==> config.mk <==
export PLATFORM = sky130hd
export DESIGN_NAME = stepper_phase_decoder_flat
export DESIGN_NICKNAME = d
export VERILOG_FILES = /design/src/rtl/stepper_phase_decoder_pkg.sv /design/src/rtl/stepper_phase_decoder_if.sv /design/src/rtl/stepper_phase_decoder_phase_filter.sv /design/src/rtl/stepper_phase_decoder.sv /design/src/flat_wrapper.sv
export SDC_FILE = /design/constraint.sdc
export NUM_CORES = 1
export LEC_CHECK = 0
export ABC_AREA = 1
export BUFFER_PORTS_ARGS = -buffer_cell sky130_fd_sc_hd__buf_2
export CORE_ASPECT_RATIO = 1.1
export CORE_UTILIZATION = 47
export DETAILED_ROUTE_END_ITERATION = 6
export PLACE_DENSITY = 0.68
export SETUP_SLACK_MARGIN = 0.05
export SLEW_MARGIN = 20
export SYNTH_ARGS = -nofsm -noshare
export SYNTH_HDL_FRONTEND = slang
export SYNTH_SLANG_ARGS = --single-unit
==> constraint.sdc <==
create_clock -name clk_100mhz -period 2.76 [get_ports clk_100mhz]
set_input_delay 0.828 -clock clk_100mhz [delete_from_list [all_inputs] [get_ports clk_100mhz]]
set_output_delay 0.828 -clock clk_100mhz [all_outputs]
set_load 0.01 [all_outputs]
==> src/rtl/stepper_phase_decoder_pkg.sv <==
// Shared constants, state encoding and pattern decode for the stepper phase read-back.
package stepper_pkg;

  localparam logic [3:0] PH_IDX0 = 4'b0101;
  localparam logic [3:0] PH_IDX1 = 4'b0110;
  localparam logic [3:0] PH_IDX2 = 4'b1010;
  localparam logic [3:0] PH_IDX3 = 4'b1001;
  localparam logic [3:0] PH_IDLE = 4'b0000;

  typedef enum logic {
    UNLOCKED = 1'b0,
    LOCKED   = 1'b1
  } dec_state_t;

  typedef struct packed {
    logic       valid;
    logic       idle;
    logic [1:0] idx;
  } pat_info_t;

  function automatic pat_info_t pattern_to_idx(input logic [3:0] pat);
    pat_info_t r;
    r = '0;
    case (pat)
      PH_IDX0: begin r.valid = 1'b1; r.idx = 2'd0; end
      PH_IDX1: begin r.valid = 1'b1; r.idx = 2'd1; end
      PH_IDX2: begin r.valid = 1'b1; r.idx = 2'd2; end
      PH_IDX3: begin r.valid = 1'b1; r.idx = 2'd3; end
      PH_IDLE: r.idle = 1'b1;
      default: r = '0;
    endcase
    return r;
  endfunction

endpackage

==> src/rtl/stepper_phase_decoder_if.sv <==
// Coil-phase read-back bus: raw phase lines and clears in, decoded motion and status out.
interface stepper_phase_decoder_if #(
  parameter int POS_WIDTH = 16
);

  logic [3:0]                  phase_in;
  logic                        clear_pos;
  logic                        clear_err;
  logic                        step_valid;
  logic                        step_dir;
  logic signed [POS_WIDTH-1:0] position;
  logic [1:0]                  phase_idx;
  logic                        locked;
  logic                        err_illegal;
  logic                        err_skip;
  logic                        stalled;

  modport master (
    output phase_in, clear_pos, clear_err,
    input  step_valid, step_dir, position, phase_idx, locked,
           err_illegal, err_skip, stalled
  );

  modport slave (
    input  phase_in, clear_pos, clear_err,
    output step_valid, step_dir, position, phase_idx, locked,
           err_illegal, err_skip, stalled
  );

endinterface

==> src/rtl/stepper_phase_decoder_phase_filter.sv <==
// Synchronizes the asynchronous coil lines and accepts a pattern only after it has
// been seen unchanged for STABLE_CYCLES samples; accept pulses once per change.
module phase_filter #(
  parameter int SYNC_STAGES   = 2,
  parameter int STABLE_CYCLES = 4
) (
  input  logic       clk,
  input  logic       rst,
  input  logic [3:0] phase_in,
  output logic [3:0] pattern,
  output logic       accept
);

  localparam int CW = (STABLE_CYCLES < 2) ? 1 : $clog2(STABLE_CYCLES + 1);
  localparam logic [CW-1:0] CNT_MAX = CW'(STABLE_CYCLES);

  logic [3:0]    sync_q [SYNC_STAGES];
  logic [3:0]    sync_next;
  logic [3:0]    sync_out;
  logic [CW-1:0] cnt_q;
  logic [CW-1:0] cnt_nx;

  // Count runs on the value entering the last stage so the acceptance decision
  // lands on the same edge as the final stable sample reaches the sync output.
  assign sync_next = sync_q[SYNC_STAGES-2];
  assign sync_out  = sync_q[SYNC_STAGES-1];

  always_comb begin
    cnt_nx = cnt_q;
    if (sync_next != sync_out) begin
      cnt_nx = CW'(1);
    end else if (cnt_q != CNT_MAX) begin
      cnt_nx = cnt_q + CW'(1);
    end
  end

  always_ff @(posedge clk or posedge rst) begin
    if (rst) begin
      for (int i = 0; i < SYNC_STAGES; i++) begin
        sync_q[i] <= 4'b0000;
      end
      cnt_q   <= '0;
      pattern <= 4'b0000;
      accept  <= 1'b0;
    end else begin
      sync_q[0] <= phase_in;
      for (int i = 1; i < SYNC_STAGES; i++) begin
        sync_q[i] <= sync_q[i-1];
      end
      cnt_q  <= cnt_nx;
      accept <= 1'b0;
      if ((cnt_nx == CNT_MAX) && (sync_next != pattern)) begin
        pattern <= sync_next;
        accept  <= 1'b1;
      end
    end
  end

endmodule

==> src/rtl/stepper_phase_decoder.sv <==
// Full-step coil-phase read-back: decodes filtered phase changes into steps,
// tracks signed position, flags illegal/skipped patterns and detects stalls.
//
//  state    | meaning
//  UNLOCKED | no legal pattern accepted since reset, idle or illegal pattern
//  LOCKED   | tracking a legal pattern; transitions decode into steps
module stepper_phase_decoder
  import stepper_pkg::*;
#(
  parameter int POS_WIDTH      = 16,
  parameter int SYNC_STAGES    = 2,
  parameter int STABLE_CYCLES  = 4,
  parameter int TIMEOUT_CYCLES = 20_000_000
) (
  input logic                      clk_100mhz,
  input logic                      rst,
  stepper_phase_decoder_if.slave   bus
);

  localparam int TW = $clog2(TIMEOUT_CYCLES + 1);
  localparam logic [TW-1:0] TMAX = TW'(TIMEOUT_CYCLES);

  logic [3:0]           flt_pattern;
  logic                 flt_accept;
  pat_info_t            info;
  logic [1:0]           delta;

  dec_state_t           state_q, state_nx;
  logic                 step_q, step_nx;
  logic                 dir_q, dir_nx;
  logic [1:0]           idx_q, idx_nx;
  logic [POS_WIDTH-1:0] pos_q, pos_nx;
  logic                 ill_q, ill_nx;
  logic                 skip_q, skip_nx;
  logic [TW-1:0]        timer_q, timer_nx;

  phase_filter #(
    .SYNC_STAGES   (SYNC_STAGES),
    .STABLE_CYCLES (STABLE_CYCLES)
  ) u_filter (
    .clk      (clk_100mhz),
    .rst      (rst),
    .phase_in (bus.phase_in),
    .pattern  (flt_pattern),
    .accept   (flt_accept)
  );

  assign info  = pattern_to_idx(flt_pattern);
  assign delta = info.idx - idx_q;

  always_ff @(posedge clk_100mhz or posedge rst) begin
    if (rst) begin
      state_q <= UNLOCKED;
    end else begin
      state_q <= state_nx;
    end
  end

  always_comb begin
    state_nx = state_q;
    step_nx  = 1'b0;
    dir_nx   = dir_q;
    idx_nx   = idx_q;
    pos_nx   = pos_q;
    ill_nx   = ill_q & ~bus.clear_err;
    skip_nx  = skip_q & ~bus.clear_err;
    timer_nx = timer_q;

    if (flt_accept) begin
      case (state_q)
        UNLOCKED: begin
          if (info.valid) begin
            state_nx = LOCKED;
            idx_nx   = info.idx;
          end else if (!info.idle) begin
            ill_nx = 1'b1;
          end
        end
        LOCKED: begin
          if (info.valid) begin
            idx_nx = info.idx;
            case (delta)
              2'd1: begin
                step_nx = 1'b1;
                dir_nx  = 1'b1;
                pos_nx  = pos_q + POS_WIDTH'(1);
              end
              2'd3: begin
                step_nx = 1'b1;
                dir_nx  = 1'b0;
                pos_nx  = pos_q - POS_WIDTH'(1);
              end
              2'd2:    skip_nx = 1'b1;
              default: skip_nx = skip_nx;
            endcase
          end else begin
            state_nx = UNLOCKED;
            if (!info.idle) begin
              ill_nx = 1'b1;
            end
          end
        end
        default: state_nx = UNLOCKED;
      endcase
    end

    if (bus.clear_pos) begin
      pos_nx = '0;
    end

    // Timer restarts on lock entry and on every step; held at zero while unlocked.
    if ((state_nx != LOCKED) || (state_q != LOCKED) || step_nx) begin
      timer_nx = '0;
    end else if (timer_q != TMAX) begin
      timer_nx = timer_q + TW'(1);
    end
  end

  always_ff @(posedge clk_100mhz or posedge rst) begin
    if (rst) begin
      step_q  <= 1'b0;
      dir_q   <= 1'b0;
      idx_q   <= 2'd0;
      pos_q   <= '0;
      ill_q   <= 1'b0;
      skip_q  <= 1'b0;
      timer_q <= '0;
    end else begin
      step_q  <= step_nx;
      dir_q   <= dir_nx;
      idx_q   <= idx_nx;
      pos_q   <= pos_nx;
      ill_q   <= ill_nx;
      skip_q  <= skip_nx;
      timer_q <= timer_nx;
    end
  end

  assign bus.step_valid  = step_q;
  assign bus.step_dir    = dir_q;
  assign bus.position    = $signed(pos_q);
  assign bus.phase_idx   = idx_q;
  assign bus.locked      = (state_q == LOCKED);
  assign bus.err_illegal = ill_q;
  assign bus.err_skip    = skip_q;
  assign bus.stalled     = (state_q == LOCKED) && (timer_q == TMAX);

endmodule

==> src/flat_wrapper.sv <==
// flat-port wrapper written by rule: the top's interface ports become plain ports
module stepper_phase_decoder_flat import stepper_pkg::*;
#(
  parameter int POS_WIDTH      = 16,
  parameter int SYNC_STAGES    = 2,
  parameter int STABLE_CYCLES  = 4,
  parameter int TIMEOUT_CYCLES = 20_000_000
)
  (clk_100mhz, rst, bus_phase_in, bus_clear_pos, bus_clear_err, bus_step_valid, bus_step_dir, bus_position, bus_phase_idx, bus_locked, bus_err_illegal, bus_err_skip, bus_stalled);
  stepper_phase_decoder_if #(.POS_WIDTH(POS_WIDTH)) bus_i ();
  input logic clk_100mhz;
  input logic rst;
  input wire logic [$bits(bus_i.phase_in)-1:0] bus_phase_in;
  input wire logic [$bits(bus_i.clear_pos)-1:0] bus_clear_pos;
  input wire logic [$bits(bus_i.clear_err)-1:0] bus_clear_err;
  output wire logic [$bits(bus_i.step_valid)-1:0] bus_step_valid;
  output wire logic [$bits(bus_i.step_dir)-1:0] bus_step_dir;
  output wire logic [$bits(bus_i.position)-1:0] bus_position;
  output wire logic [$bits(bus_i.phase_idx)-1:0] bus_phase_idx;
  output wire logic [$bits(bus_i.locked)-1:0] bus_locked;
  output wire logic [$bits(bus_i.err_illegal)-1:0] bus_err_illegal;
  output wire logic [$bits(bus_i.err_skip)-1:0] bus_err_skip;
  output wire logic [$bits(bus_i.stalled)-1:0] bus_stalled;
  assign bus_i.phase_in = bus_phase_in;
  assign bus_i.clear_pos = bus_clear_pos;
  assign bus_i.clear_err = bus_clear_err;
  assign bus_step_valid = bus_i.step_valid;
  assign bus_step_dir = bus_i.step_dir;
  assign bus_position = bus_i.position;
  assign bus_phase_idx = bus_i.phase_idx;
  assign bus_locked = bus_i.locked;
  assign bus_err_illegal = bus_i.err_illegal;
  assign bus_err_skip = bus_i.err_skip;
  assign bus_stalled = bus_i.stalled;
  stepper_phase_decoder #(.POS_WIDTH(POS_WIDTH), .SYNC_STAGES(SYNC_STAGES), .STABLE_CYCLES(STABLE_CYCLES), .TIMEOUT_CYCLES(TIMEOUT_CYCLES)) u_core (.clk_100mhz(clk_100mhz), .rst(rst), .bus(bus_i));
endmodule
==> impl_metrics.json <==
{
  "hold_path_class": "reg2reg",
  "ir_drop_uv": 338,
  "arrival_ns": 3.18,
  "ys_ff_latch": 64,
  "pwr_density_cell_nw_per_um2": 375,
  "rsz0062_at_grt": "true",
  "grt_pass1_wl_um": 16900,
  "end_kind": "register",
  "drtPass1Iterations": 7,
  "antenna_found_initial": 0,
  "diodes": 0,
  "dp_slack_ns": -0.192,
  "period_share": 1.06,
  "critPathLaunchType": "register",
  "portBuffers": 31,
  "leakage_uw": 0.00255,
  "avgSynthCellArea_um2": 7.81,
  "totalNegativeSetupSlack_ns": -1.31,
  "fin_crit_ns": 2.93,
  "drt_iter0_drc": 224,
  "timing.final.ws_setup_ns": -0.170,
  "cts-hold-fix-buffers": 0,
  "syn_to_final_growth_pct": 33.3,
  "synthesis.area_um2": 3930,
  "root_buffer": "clkbuf_8",
  "grt_max_degree": 65,
  "die_h_um": 97.9,
  "clkTransAtPathRegs_ns": 0.08,
  "cts-htree-levels": 3,
  "cts_buffers": 9,
  "hold_violations": 0,
  "fin_skew_ns": 0.00991,
  "cp.required_ns": 3.01,
  "place_congestion": 0.866,
  "final_net_count": 617,
  "layout-drive-gt1-share": 0.347,
  "setup_viol": 10,
  "clock_sinks": 64,
  "grtUsageTotal": 0.252,
  "overflow": 0,
  "die_w_um": 89.2,
  "slew_violations": 0,
  "cp_max_fo": 5,
  "die-area_um2": 8730,
  "outcome": "finished, violations left",
  "fillers": 668,
  "fp.coreArea_um2": 8000,
  "wl_per_cell_um": 15.0,
  "vias": 3825,
  "drc_errors": 0,
  "relSlewSlack": 0.656,
  "insertion_delay_ns": 0.36,
  "synth_cells": 503,
  "tritoncts": "built",
  "max_clock_freq_ghz": 0.341,
  "grt_pass1_vias": 3776,
  "start_util": 0.491,
  "cts_buffer_depth": 2,
  "drtAntennaViolNets": 0,
  "viasPerCell": 5.43,
  "dpl.hpwl_um": 6830,
  "synthFlopType": "dfrtp_1",
  "io_pins": 32,
  "finalPower_uw": 1970,
  "synthDistinctLibCells": 42,
  "rows": 34,
  "drt_wl_total_um": 10600,
  "synth_edf_count": 0,
  "yosysWarnings": 0,
  "violations": "setup timing",
  "path_class": "reg2reg",
  "synth_nets": 529,
  "tightest_slew_ns": 0.516,
  "maxCapViolCount": 0,
  "seq_area_frac_synth": 0.408,
  "ys_async_sr_fraction": 1.00
}
[report_power, final]
part	total [uW]	switching [uW]	internal (uW)	leakage, uW
sequential	954	8.36	946	0.000871
clock	945	407	538	0.000117
combinational	66.0	39.5	26.4	0.00156
total	1970	455	1510	0.00255
[layout by cell type, fill, tap and decap left out, types with 4 or more instances in the layout]
master and count:
nand2_4 5, inv_2 12, o21ai_1 11, a21oi_1 17, o21ai_0 22, nand2_1 92
xnor2_1 7, nor2_4 6, a21oi_2 11, buf_4 46, dfrtp_1 64, buf_2 31
ha_1 7, ha_4 11, nand2_2 30, clkbuf_8 10, xor2_1 11, nand3_2 7
nor3_1 12, nor2_1 32, nand3b_1 4, inv_1 62, nand4_1 10, nand3_1 28
[metal layers]
metal / track usage / vias up / share of wire
met1: 0.303 / 1819 / 0.40
li1: - / 1826 / -
met4: 0.116 / 0 / 0.027
met5: 0 / - / 0
met3: 0.0380 / 29 / 0.053
met2: 0.435 / 151 / 0.52
[synthesized netlist by cell type (2+ instances only)]
cell	instances	area, um^2
nand3b_1	4	30.0
inv_2	8	30.0
nand2_2	18	113
o21ai_0	23	115
nand4_1	10	62.6
nand3_1	33	165
nor2_1	37	139
ha_1	18	225
o21ai_1	11	55.1
a21oi_1	26	130
nand2_1	108	405
clkbuf_1	2	7.51
xnor2_1	7	61.3
nand3_2	3	30.0
nor3_1	14	70.1
a21oi_2	5	43.8
xor2_1	11	96.3
nor2_2	2	12.5
dfrtp_1	64	1600
o21bai_2	2	22.5
inv_1	68	255
nor3_2	2	20.0
buf_6	2	22.5
nor3b_1	3	22.5
nor2_4	2	22.5
nor4_1	4	25.0
[final cells by class]
type | instances | area [um^2] | share of cell area
Clock buffer | 10 | 138 | 0.0263
Sequential cell | 64 | 1600 | 0.306
Clock inverter | 6 | 91.3 | 0.0174
Inverter | 78 | 304 | 0.0580
Tap cell | 108 | 135 | 0.0258
Multi-Input combinational cell | 357 | 2410 | 0.460
Timing Repair Buffer | 81 | 562 | 0.107
[state kept, by name, indices dropped and copies added (netlist names)]
signal,count
u_core.u_filter.accept,1
u_core.bus.locked,1
u_core.timer_q,25
u_core.u_filter.pattern,4
u_core.bus.err_illegal,1
u_core.bus.position,16
u_core.u_filter.sync_next,4
u_core.bus.step_valid,1
u_core.bus.err_skip,1
u_core.u_filter.cnt_q,3
u_core.bus.phase_idx,2
u_core.bus.step_dir,1
u_core.u_filter.sync_out,4
[worst max-delay path, stage by stage, from the launching register on]
cell,delay [ns]
dfrtp_1,0.43
inv_2,0.08
nor2_4,0.09
inv_2,0.04
o22ai_1,0.13
inv_1,0.10
ha_4,0.17
inv_2,0.04
nand2_1,0.04
nand2_1,0.06
inv_1,0.04
nand2_1,0.07
nand2_2,0.07
nand2_4,0.07
clkinvlp_4,0.12
buf_8,0.17
ha_4,0.23
a21oi_1,0.28
nand2_2,0.13
a21oi_2,0.20
nand3_1,0.12
nand3_1,0.10
nand2_1,0.05
[final timing paths]
kind | start | endpoint | slack (ns) | depth (start not counted)
worst min-delay path | u_core.u_filter.sync_next[1]$_DFF_PP0_ | u_core.u_filter.sync_out[1]$_DFF_PP0_ | 0.47 | 0
worst max register to register | u_core.u_filter.pattern[3]$_DFFE_PP0P_ | u_core.bus.position[14]$_DFFE_PP0P_ | -0.17 | 22
worst max-delay path | u_core.u_filter.pattern[3]$_DFFE_PP0P_ | u_core.bus.position[14]$_DFFE_PP0P_ | -0.17 | 22
min in group asynchronous | rst | u_core.bus.phase_idx[1]$_DFFE_PP0P_ | 0.53 | 3
worst min register to register | u_core.u_filter.sync_next[1]$_DFF_PP0_ | u_core.u_filter.sync_out[1]$_DFF_PP0_ | 0.47 | 0
max in group asynchronous | rst | u_core.timer_q[16]$_DFFE_PP0P_ | 1.96 | 3
[cells by family after synthesis]
logic type / synth area share
fa+ha+maj: 0.0573
compound gates: 0.113
xor+xnor: 0.0401
simple gates: 0.299
flops: 0.408
buf+inv: 0.0834
[timing repair]
item                                    4_1_cts  5_1_grt
buffers inserted                              5        3
endpoints found under the setup margin       12       16
gates cloned                                  0        0
pin swaps                                    14       14
gates resized for setup                      48       33
[metrics by stage]
step / instance area (um^2) / hold slack (ns) / util / instances
3_5_place_dp: 4550 / 0.454 / 0.569 / 680
4_1_cts: 5060 / 0.474 / 0.633 / 701
3_3_place_gp: 4550 / 0.454 / 0.569 / 680
6_report: 5240 / 0.467 / 0.655 / 704
5_1_grt: 5240 / 0.492 / 0.655 / 704
2_1_floorplan: 3960 / 0.428 / - / 503
Note: power is estimated with default switching activity, not from simulation.
